### src/rtl/period_meter_pkg.sv
// Shared types and constants for the period meter: FSM state encoding and
// the counter saturation helper.
package period_meter_pkg;

    typedef enum logic [1:0] {
        PM_IDLE      = 2'd0,
        PM_MEASURE   = 2'd1,
        PM_SATURATED = 2'd2
    } pm_state_e;

    localparam int PM_MIN_SYNC_STAGES = 2;

    // All-ones value of a counter that is `width` bits wide.
    function automatic logic [63:0] pm_sat_value(input int unsigned width);
        return (64'd1 << width) - 64'd1;
    endfunction

endpackage

### src/rtl/period_meter_sync.sv
// Multi-flop synchronizer for the measured input plus one history flop; emits
// the synchronized level and a single-cycle rising-edge pulse.
module period_meter_sync
    import period_meter_pkg::*;
#(
    parameter int SYNC_STAGES = 2
) (
    input  logic clk_i,
    input  logic rst_ni,
    input  logic d_i,
    output logic s_o,
    output logic rise_o
);

    // A single-flop chain is not a synchronizer, so shallower settings are raised.
    localparam int STAGES = (SYNC_STAGES < PM_MIN_SYNC_STAGES) ? PM_MIN_SYNC_STAGES
                                                               : SYNC_STAGES;

    logic [STAGES-1:0] sync_q;
    logic [STAGES-1:0] sync_d;
    logic              hist_q;

    assign sync_d = {sync_q[STAGES-2:0], d_i};

    // NOTE: non-blocking assignments let every stage sample the pre-edge value
    // of its neighbour; blocking ones would collapse the chain into one flop.
    always_ff @(posedge clk_i or negedge rst_ni) begin
        if (!rst_ni) begin
            sync_q <= '0;
            hist_q <= 1'b0;
        end else begin
            sync_q <= sync_d;
            hist_q <= sync_q[STAGES-1];
        end
    end

    assign s_o    = sync_q[STAGES-1];
    assign rise_o = sync_q[STAGES-1] & ~hist_q;

endmodule

### src/rtl/period_meter.sv
// Measures CLK cycles between rising edges of an asynchronous input and strobes
// each result. Optional high-time output H when PERIOD_METER_HIGHTIME_EN is defined.
module period_meter
    import period_meter_pkg::*;
#(
    parameter int WIDTH       = 22,
    parameter int SYNC_STAGES = 2
) (
    input  logic             CLK,
    input  logic             RESETN,
    input  logic             I,
    output logic [WIDTH-1:0] O,
    output logic             VALID,
    output logic             OVF
`ifdef PERIOD_METER_HIGHTIME_EN
    ,
    output logic [WIDTH-1:0] H
`endif
);

    localparam logic [WIDTH-1:0] CNT_MAX    = WIDTH'(pm_sat_value(WIDTH));
    localparam logic [WIDTH-1:0] CNT_MAX_M1 = CNT_MAX - WIDTH'(1);
    localparam logic [WIDTH-1:0] CNT_ONE    = WIDTH'(1);

    logic s;
    logic rise;

    period_meter_sync #(
        .SYNC_STAGES(SYNC_STAGES)
    ) u_sync (
        .clk_i (CLK),
        .rst_ni(RESETN),
        .d_i   (I),
        .s_o   (s),
        .rise_o(rise)
    );

    pm_state_e        state_q, state_d;
    logic [WIDTH-1:0] cnt_q, cnt_d;
    logic [WIDTH-1:0] o_q, o_d;
    logic             ovf_q, ovf_d;
    logic             valid_q, valid_d;

    // NOTE: each always_comb assigns its outputs a default first, so no path
    // leaves a signal unassigned and no latch is inferred.
    always_comb begin
        cnt_d = cnt_q;
        if (rise) begin
            cnt_d = CNT_ONE;
        end else if (cnt_q != CNT_MAX) begin
            cnt_d = cnt_q + CNT_ONE;
        end
    end

    always_ff @(posedge CLK or negedge RESETN) begin
        if (!RESETN) begin
            state_q <= PM_IDLE;
        end else begin
            state_q <= state_d;
        end
    end

    // Leave MEASURE one cycle early so a rise landing on an all-ones count is flagged.
    always_comb begin
        state_d = state_q;
        unique case (state_q)
            PM_IDLE: begin
                if (rise) state_d = PM_MEASURE;
            end
            PM_MEASURE: begin
                if (!rise && cnt_q >= CNT_MAX_M1) state_d = PM_SATURATED;
            end
            PM_SATURATED: begin
                if (rise) state_d = PM_MEASURE;
            end
            default: state_d = PM_IDLE;
        endcase
    end

    always_comb begin
        valid_d = 1'b0;
        o_d     = o_q;
        ovf_d   = ovf_q;
        unique case (state_q)
            PM_MEASURE: begin
                if (rise) begin
                    valid_d = 1'b1;
                    o_d     = cnt_q;
                    ovf_d   = 1'b0;
                end
            end
            PM_SATURATED: begin
                if (rise) begin
                    valid_d = 1'b1;
                    o_d     = CNT_MAX;
                    ovf_d   = 1'b1;
                end
            end
            default: ;
        endcase
    end

    always_ff @(posedge CLK or negedge RESETN) begin
        if (!RESETN) begin
            cnt_q   <= '0;
            o_q     <= '0;
            ovf_q   <= 1'b0;
            valid_q <= 1'b0;
        end else begin
            cnt_q   <= cnt_d;
            o_q     <= o_d;
            ovf_q   <= ovf_d;
            valid_q <= valid_d;
        end
    end

    assign O     = o_q;
    assign OVF   = ovf_q;
    assign VALID = valid_q;

`ifdef PERIOD_METER_HIGHTIME_EN
    logic [WIDTH-1:0] hcnt_q, hcnt_d;
    logic [WIDTH-1:0] h_q, h_d;

    // The rise cycle itself has s high, hence the restart at one.
    always_comb begin
        hcnt_d = hcnt_q;
        if (rise) begin
            hcnt_d = CNT_ONE;
        end else if (s && hcnt_q != CNT_MAX) begin
            hcnt_d = hcnt_q + CNT_ONE;
        end
    end

    always_comb begin
        h_d = h_q;
        if (valid_d) h_d = hcnt_q;
    end

    always_ff @(posedge CLK or negedge RESETN) begin
        if (!RESETN) begin
            hcnt_q <= '0;
            h_q    <= '0;
        end else begin
            hcnt_q <= hcnt_d;
            h_q    <= h_d;
        end
    end

    assign H = h_q;
`else
    logic sync_level_unused;
    assign sync_level_unused = s;
`endif

endmodule
### config.mk
export PLATFORM = sky130hd
export DESIGN_NAME = period_meter
export DESIGN_NICKNAME = d
export VERILOG_FILES = /design/src/rtl/period_meter_pkg.sv /design/src/rtl/period_meter_sync.sv /design/src/rtl/period_meter.sv
export SDC_FILE = /design/constraint.sdc
export NUM_CORES = 1
export LEC_CHECK = 0
export CAP_MARGIN = 20
export CELL_PAD_IN_SITES_DETAIL_PLACEMENT = 0
export CELL_PAD_IN_SITES_GLOBAL_PLACEMENT = 1
export CORE_MARGIN = 8
export CORE_UTILIZATION = 39
export CTS_CLUSTER_SIZE = 24
export DETAILED_ROUTE_END_ITERATION = 7
export GPL_ROUTABILITY_DRIVEN = 1
export PLACE_DENSITY_LB_ADDON = 0.1
export REMOVE_ABC_BUFFERS = 1
export SLEW_MARGIN = 20
export SYNTH_ARGS = -nofsm -noshare
export SYNTH_HDL_FRONTEND = slang
export SYNTH_SLANG_ARGS = --single-unit
export TNS_END_PERCENT = 20
### constraint.sdc
create_clock -name CLK -period 1.7 [get_ports CLK]
set_input_delay 0.425 -clock CLK [delete_from_list [all_inputs] [get_ports CLK]]
set_output_delay 0.425 -clock CLK [all_outputs]
set_load 0.03 [all_outputs]
# Word-level counts from Yosys, hierarchy flattened
# Cells that the tools add are included.
# W data, S select, Z words.
[classes]
n_reduce_logical = 9
n_bitwise = 2
addsub = 1
mux = 13
eq_ne = 7
order_cmp = 1
[ops]
columns = ["op", "n"]
rows = [
  ["$mux W22", 4],
  ["$pmux W22 S2", 1],
  ["$add A22 B1 Y22 const B", 1],
  ["$ge A22 B22 Y1 const B", 1],
  ["$ne A22 B22 Y1 const B", 1],
  ["$ne A2 B2 Y1 const B", 3],
  ["$mux W1", 4],
  ["$mux W2", 2],
  ["$pmux W2 S2", 1],
  ["$reduce_bool A2 Y1", 2],
  ["$reduce_or A2 Y1", 2],
  ["$reduce_and A3 Y1", 1],
  ["$eq A2 B1 Y1 const B", 1],
  ["$eq A2 B2 Y1 const B", 1],
  ["$logic_not A2 Y1", 1],
  ["$ne A2 B1 Y1 const B", 1],
  ["$pmux W1 S2", 1],
  ["$reduce_and A2 Y1", 1],
  ["$and A1 B1 Y1", 1],
  ["$logic_and A1 B1 Y1", 1],
  ["$logic_not A1 Y1", 1],
  ["$not A1 Y1", 1],
]
[word_totals]
in_bits = 3
reg_bits = 51
elab_cells = 40
output_inout_bits = 24

# Depth between registers and ports, before layout
# Gate-level depths: netlist of run 1.
[logic_depth]
ltp_word = 6
depth_mapped = 8
depth_no_buf = 6

# Hierarchy
# Synthesis of run 1 repeated with hierarchy kept, for this count alone.
[unflattened]
hier_cells = 256
hier_area_um2 = 2534.9
[modules_own_cells]
columns = ["mod", "seq_area_each_um2", "area_per_inst_um2", "n_inst", "cells_each"]
rows = [
  ["period_meter", 1201.2, 2446.1, 1, 252],
  ["period_meter_sync", 75.1, 88.8, 1, 4],
]

# Worst setup path before layout of run 1
# OpenSTA, ideal clock, no wires.
[synth_timing]
kind = "register to register"
start = "reg state_q[0]"
end = "reg state_q[1]"
arrival_ps = 1659
path_buffers = 1
setup_time_ps = 125
required_time_ps = 1575
period_less_slack_ps = 1784
stages_incl_launch_ff = 8
slack_ps = -84
path_cell_list = "dfrtp_1 -> inv_1 -> ha_1 -> clkbuf_1 -> or2_2 -> nor3_1 -> a31oi_1 -> mux2_2"
[synth_via]
elab_chain_len = 4
elab_cells_between_ends = 8
cone_classes = "eq/ne (4); mux (1); reduce/logical (3)"
[synth_lines]
columns = ["element", "line", "rtl"]
rows = [
  ["start: declaration", "period_meter.sv:38", "pm_state_e state_q, state_d;"],
  ["start signal: assignment", "period_meter.sv:59", "state_q <= state_d;"],
  ["$eq A2 B2 Y1 / $logic_not A2 Y1 (equally long branches)", "period_meter.sv:66", "unique case (state_q)"],
  ["$reduce_or A2 Y1 (no source line)", "--", ""],
  ["$ne A2 B1 Y1 (no source line)", "--", ""],
  ["$reduce_and A2 Y1 (no source line)", "--", ""],
]
# Several ways; a longest one is shown, not always the timed one.
# A chain may end at the register's enable or synchronous reset.

# Worst setup path after layout of run 1
[layout_timing]
start = "reg state_q[1]"
end = "reg state_q[1]"
# Same word-level chain as after synthesis.

==> results of run 1 <==
[area by class of cell]
| class | instances | area, um^2 |
|---|---|---|
| fillers | 589 | 3040 |
| multi-input cells | 189 | 1180 |
| flip-flops and latches | 51 | 1280 |
| inverters | 4 | 15.0 |
| well taps | 77 | 96.3 |
| repair buffers | 68 | 557 |
| clock buffers | 6 | 72.6 |
[report_power, final]
group	total [uW]	switching, uW	internal (uW)
Clock	643	368	275
Combinational	1820	1110	713
Sequential	1720	179	1540
Total	4180	1660	2530
[worst max-delay path: stages (launching register included)]
cell and delay [ps]:
dfrtp_1 400, inv_1 100, ha_1 180, or2_2 310, nor3_2 150, a31oi_1 120
mux2_2 290
[through the flow]
step | util [%] | hold WS [ps] | worst slack [ps] | setup TNS [ps]
6_report | 51.3 | 113 | 42.5 | 0
5_1_grt | 51.3 | 123 | -38.2 | -72.5
4_1_cts | 50.5 | 120 | 22.9 | 0
3_5_place_dp | 49.8 | 338 | -7.54 | -7.54
3_3_place_gp | 49.8 | 348 | 51.7 | 0
2_1_floorplan | - | 129 | -815 | -16220
[cells by family after synthesis]
logic type               Yosys count
AO/OA/AOI/OAI                     39
multiplexers                       2
buffers and inverters             17
XOR/XNOR                          11
AND/OR/NAND/NOR                  130
adder cells (fa/ha/maj)            7
flip-flops                        51
[how the worst max path moves through the flow]
stage	startpoint	to	slack, ps	cells past startpoint
after floorplan	u_sync.sync_q[1]$_DFF_PN0_	O[1]$_DFFE_PN0P_	-820	4
final	state_q[1]$_DFFE_PN0P_	state_q[1]$_DFFE_PN0P_	40	6
after CTS	state_q[1]$_DFFE_PN0P_	state_q[1]$_DFFE_PN0P_	20	6
after global routing	state_q[1]$_DFFE_PN0P_	state_q[1]$_DFFE_PN0P_	-40	6
after global placement	state_q[1]$_DFFE_PN0P_	state_q[1]$_DFFE_PN0P_	50	6
after detailed placement	state_q[1]$_DFFE_PN0P_	state_q[1]$_DFFE_PN0P_	-8	6
[cells in the final DEF, fill, tap and decap left out, types with 2 or more instances in the layout]
master / netlist / layout
dfrtp_1: 51 / 50
buf_4: 0 / 40
o21ai_0: 3 / 3
a31oi_1: 4 / 4
nor2_1: 21 / 21
nand4_1: 7 / 7
a31o_2: 2 / 2
nor3_1: 4 / 3
o22a_1: 9 / 9
xor2_1: 3 / 3
a211oi_2: 1 / 3
nand4b_1: 2 / 2
nand2b_1: 2 / 2
and3_1: 6 / 6
inv_1: 4 / 4
nor4_4: 2 / 2
a21oi_1: 12 / 11
nand2_1: 52 / 50
nand3_1: 23 / 23
dlygate4sd2_1: 0 / 24
ha_1: 7 / 7
xnor2_1: 8 / 8
and2_1: 2 / 2
nand2_2: 0 / 2
clkbuf_8: 0 / 5
a21oi_2: 1 / 2
[state kept, by name (all words and copies together) (netlist names)]
register	count
state_q	2
OVF	1
O	22
u_sync.sync_q	2
cnt_q	22
VALID	1
u_sync.hist_q	1
[routing by layer]
layer / part of all wire (%) / wire length [um] / vias to the layer above
met5: 0 / 0 / -
met1: 48 / 2890 / 1011
met3: 3.7 / 223 / 4
li1: - / - / 1016
met4: 0.80 / 48 / 0
met2: 47 / 2820 / 30
[repair_timing]
item	in CTS	in global routing
endpoints found under the setup margin	25	31
resized for setup	25	10
pin swaps	1	1
hold endpoints to repair	0	0
setup buffers	0	1
==> summary.txt, run 1 <==
Synth Area in Adders - 3.52%
Synth top area cells - dfrtp_1, nand2_1, nand3_1
Mapped Area - 2490 um^2
I/O pins - 27
GRT met2 Usage - 23.8%
Fmax - 603 MHz
GP Congestion - 0.837
Critical path type - register to register
Synth Instances - 257
Post-Synth XOR/XNOR Area - 3.88%
CTS buffer count - 5
Yosys Warn Count - 0
CTS clk-pin slew, worst paths - 90 ps
Critical Path Fanout Max - 4
Status - finished clean
First-pass DRT Iterations - 4
Core area - 6240 um^2
Critical Path End Type - register
HP Class - primary input to async pin
Compound-Gate Fraction of Synth Area - 11.3%
Max clock buf depth - 2
Number of synthesized register bits - 51
Max transition margin - 75.9%
Final Routed Wirelength - 5980 um
Fin. Hold Viols - 0
PwrDens - 1310 nW/um^2
Total GRT Usage - 14.3%
Avg Inst Size Synth - 9.67 um^2
GR Util met3 - 2.42%
H-tree Lvls - 2
EDFF count, synth - 0
CTS root buf - clkbuf_8
Number of max-cap violations - 0
Share of cells above drive strength 1 - 21.7%
Die ar. - 9190 um^2
Die width - 95.8 um
Final nets - 329
Initial Utilization - 39.8%
Post-DR vias/cell - 5.22
Sequential area share after synthesis - 51.3%
Routed wire length per instance - 15.1 um
Arr. time, crit path - 1840 ps
Cells after DPL - 388
Final setup vio count - 0
Yosys top cell by area - dfrtp_1
Final non-filler cell total - 395
Clk_skew - 5.91 ps
Startpoint Class - register
First DRT Iteration DRCs - 104
Slew Viols, Final - 0
PortBufs - 26
DIE HEIGHT - 95.8 um
R2r endpoint - state_q[1]$_DFFE_PN0P_
Async SR Flop Fraction - 100%
Fin crit share - 97.5%
Antenna viol nets, final - 0
Clock sinks - 51
Vias - 2061
Global route overflow - 0
Hold_buf cts - 0
Simple-Gate Fraction of Synth Area - 26.4%
Most common cell in the netlist - nand2_1
Post-DP HPWL - 4260 um
Yosys cell types - 40
Tmin final - 1660 ps
RSZ-0062 raised after global routing - yes
Initial antenna violation count - 0
Worst reg2reg setup slack - 40 ps
Non-Filler Cell Area, Final - 3200 um^2
Largest net degree at the start of global routing - 52
Total power - 4180 uW
Leakage - 0.00162 uW
Synth top area share - 51.3%
Mux contribution to synthesized area - 0.856%
Layout Area Growth over Synthesis - 28.7%
Peak VDD IR - 0.612 mV
Worst r2r src - state_q[1]$_DFFE_PN0P_
Worst-Margin Slew - 360 ps
First-pass GRT wire length - 10300 um
Row cnt - 29
Placement Cell Area - 3110 um^2
R2r worst-path depth - 6
CTS tree - yes
Commonest cells in the netlist - nand2_1, dfrtp_1, nand3_1
Clk_lat worst skew - 300 ps
Largest family of logic cells by synthesized area - simple AND/OR/NAND/NOR gates
Number of global-route vias before repair - 2076
Worst path required time - 1880 ps
DRC Markers - 0
Busiest grt layer - met2
Top FF cell, synth - dfrtp_1
GRT met1 Usage - 18.6%
Diodes inserted - 0
(Power assumes the default switching activity.)
==> run 2, diff against run 1 <==
--- a/config.mk
+++ b/config.mk
@@ -9,7 +9,7 @@
 export CELL_PAD_IN_SITES_DETAIL_PLACEMENT = 0
 export CELL_PAD_IN_SITES_GLOBAL_PLACEMENT = 1
 export CORE_MARGIN = 8
-export CORE_UTILIZATION = 39
+export CORE_UTILIZATION = 47
 export CTS_CLUSTER_SIZE = 24
 export DETAILED_ROUTE_END_ITERATION = 7
 export GPL_ROUTABILITY_DRIVEN = 1
==> constraint.sdc (replaced) <==
create_clock -name CLK -period 2.13 [get_ports CLK]
set_input_delay 0.5325 -clock CLK [delete_from_list [all_inputs] [get_ports CLK]]
set_output_delay 0.5325 -clock CLK [all_outputs]
set_load 0.03 [all_outputs]
==> summary.txt, run 2 (synthesized netlist as in run 1, its figures left out) <==
Status - finished clean
Peak VDD IR - 0.675 mV (+10%)
Routed wire length per instance - 15.3 um (+1.2%)
Largest net degree at the start of global routing - 30 (-42%)
Power Internal - 2100 uW (-17%)
HP Class - primary input to async pin
Number of max-cap violations - 0 (unchanged)
Clk_skew - 6.91 ps (+0.997 ps)
Smallest hold slack - 211 ps (+98.1 ps)
Critical path type - register to primary output
Hold_buf cts - 0 (unchanged)
Die width - 88.7 um (-7.4%)
Worst path required time - 1600 ps (-280 ps)
Initial Utilization - 48.7% (+8.8 points)
Core area - 5110 um^2 (-18%)
CTS root buf - clkbuf_8
Comb pwr share - 42.8% (-0.8 points)
Critical Path Fanout Max - 3 (-1)
I/O pins - 27 (unchanged)
Initial antenna violation count - 0 (unchanged)
Total GRT Usage - 16.1% (+1.8 points)
First-pass DRT Iterations - 4 (unchanged)
PortBufs - 26 (unchanged)
Arr. time, crit path - 1380 ps (-460 ps)
Clk pwr share - 15.7% (+0.3 points)
Cell family with most CP delay - buffers and inverters
Final Routed Wirelength - 5470 um (-8.5%)
Post-DP HPWL - 3940 um (-7.6%)
Commonest non-fill, non-tap cell in the layout - nand2_1
Post-CTS Resized - 0 (-100%)
Max transition margin - 55.6% (-20 points)
Final setup vio count - 0 (unchanged)
Leakage - 0.00139 uW (-15%)
Worst-Margin Slew - 664 ps (+304 ps)
Sequential Power Share - 41.5% (+0.4 points)
Row cnt - 26 (-10%)
Number of global-route vias before repair - 1947 (-6.2%)
Startpoint Class - register
Layout Area Growth over Synthesis - 18.2%
Slew Viols, Final - 0 (unchanged)
Final nets - 296 (-10%)
Post-CTS setup buffers - 0 (unchanged)
GP Congestion - 0.802 (-4.2%)
First DRT Iteration DRCs - 79 (-24%)
Fmax - 524 MHz
Critical Path End Type - primary output
CTS clk-pin slew, worst paths - 90 ps (about the same)
Pre-CTS setup slack - 238 ps (+245 ps)
Post-DR vias/cell - 5.34 (+2.4%)
H-tree Lvls - 2 (unchanged)
Clk_lat worst skew - 300 ps (about the same)
RSZ-0062 raised after global routing - no
Max stage delay cell, worst path - clkdlybuf4s50_1
DIE HEIGHT - 88.7 um (-7.4%)
Worst reg2reg setup slack - 230 ps (+190 ps)
CTS tree - yes
Fin. Hold Viols - 0 (unchanged)
Tmin final - 1910 ps
Antenna viol nets, final - 0 (unchanged)
First-pass GRT wire length - 9760 um (-5.4%)
Worst path max stage delay - 680 ps (+280 ps)
DRC Markers - 0 (unchanged)
Max clock buf depth - 2 (unchanged)
Switching share of power - 38.8% (-0.74 points)
Die ar. - 7870 um^2 (-14%)
Clock sinks - 51 (unchanged)
Vias - 1907 (-7.5%)
Crit path cell chain - clkdlybuf4s50_1
PnR worst setup slack - 220 ps (+178 ps)
Worst path bufs/invs - 1 (unchanged)
CTS buffer count - 5 (unchanged)
PwrDens - 1170 nW/um^2 (-11%)
Share of cells above drive strength 1 - 9.76% (-12 points)
Diodes inserted - 0 (unchanged)
Global route overflow - 0 (unchanged)
Sw Pwr - 1330 uW (-20%)
Fin crit share - 89.6%
Most frequent cells in the layout - nand2_1, dfrtp_1, clkdlybuf4s50_1
run 2: cell types whose count changed in the layout (fill, tap and decap cells not counted), moves of 2 or more:
cell             previous run  this run
clkdlybuf4s50_1             1        25
buf_4                      40         8
nand2_1                    50        52
nand2_2                     2         0
dlygate4sd2_1              24         0
a211oi_2                    3         1
a211oi_1                    1         3
run 2: final cells by class:
cell class | instances | area (um^2)
clock buffer | 7 | 76.3
clock inverter | 1 | 5.00
fill | 477 | 2170
inverter | 4 | 15.0
multi-input combinational | 189 | 1140
sequential | 51 | 1280
tap | 70 | 87.6
timing repair buffer | 35 | 335
run 2: final timing paths:
path	cells past startpoint	to	start
worst max-delay path	1	O[2]	O[2]$_DFFE_PN0P_
min in group CLK	0	u_sync.sync_q[1]$_DFF_PN0_	u_sync.sync_q[0]$_DFF_PN0_
worst min register to register	0	u_sync.sync_q[1]$_DFF_PN0_	u_sync.sync_q[0]$_DFF_PN0_
worst min-delay path	1	O[18]$_DFFE_PN0P_	RESETN
max in group asynchronous	2	O[14]$_DFFE_PN0P_	RESETN
worst max register to register	7	cnt_q[0]$_DFFE_PN0P_	cnt_q[1]$_DFFE_PN0P_
run 2: power by group through the flow:
stage          Sequential (uW)  Clock [uW]  Combinational (uW)
4_1_cts                   1430         560                1490
5_1_grt                   1470         593                1580
3_3_place_gp              1440           0                1480
6_report                  1420         539                1470
2_1_floorplan             1840           0                 468
3_5_place_dp              1440           0                1490
run 2: routing by layer:
metal / track usage (%) / wire length [um] / vias up
met5: 0 / 0 / -
met4: 5.84 / 75 / 0
met3: 3.34 / 251 / 8
met2: 25.2 / 2530 / 38
met1: 21.3 / 2620 / 911
li1: - / - / 950
run 2: through the flow:
| step | total power, uW | cells | util (%) | cell area (um^2) | TNS (ps) |
|---|---|---|---|---|---|
| finish | 3430 | 357 | 57.5 | 2940 | 0 |
| global route | 3640 | 357 | 57.5 | 2940 | 0 |
| CTS | 3480 | 357 | 57.5 | 2940 | 0 |
| detailed placement | 2930 | 349 | 55.9 | 2860 | 0 |
| global placement | 2920 | 349 | 55.9 | 2860 | 0 |
| floorplan | 2310 | 244 | - | 2430 | -5280 |
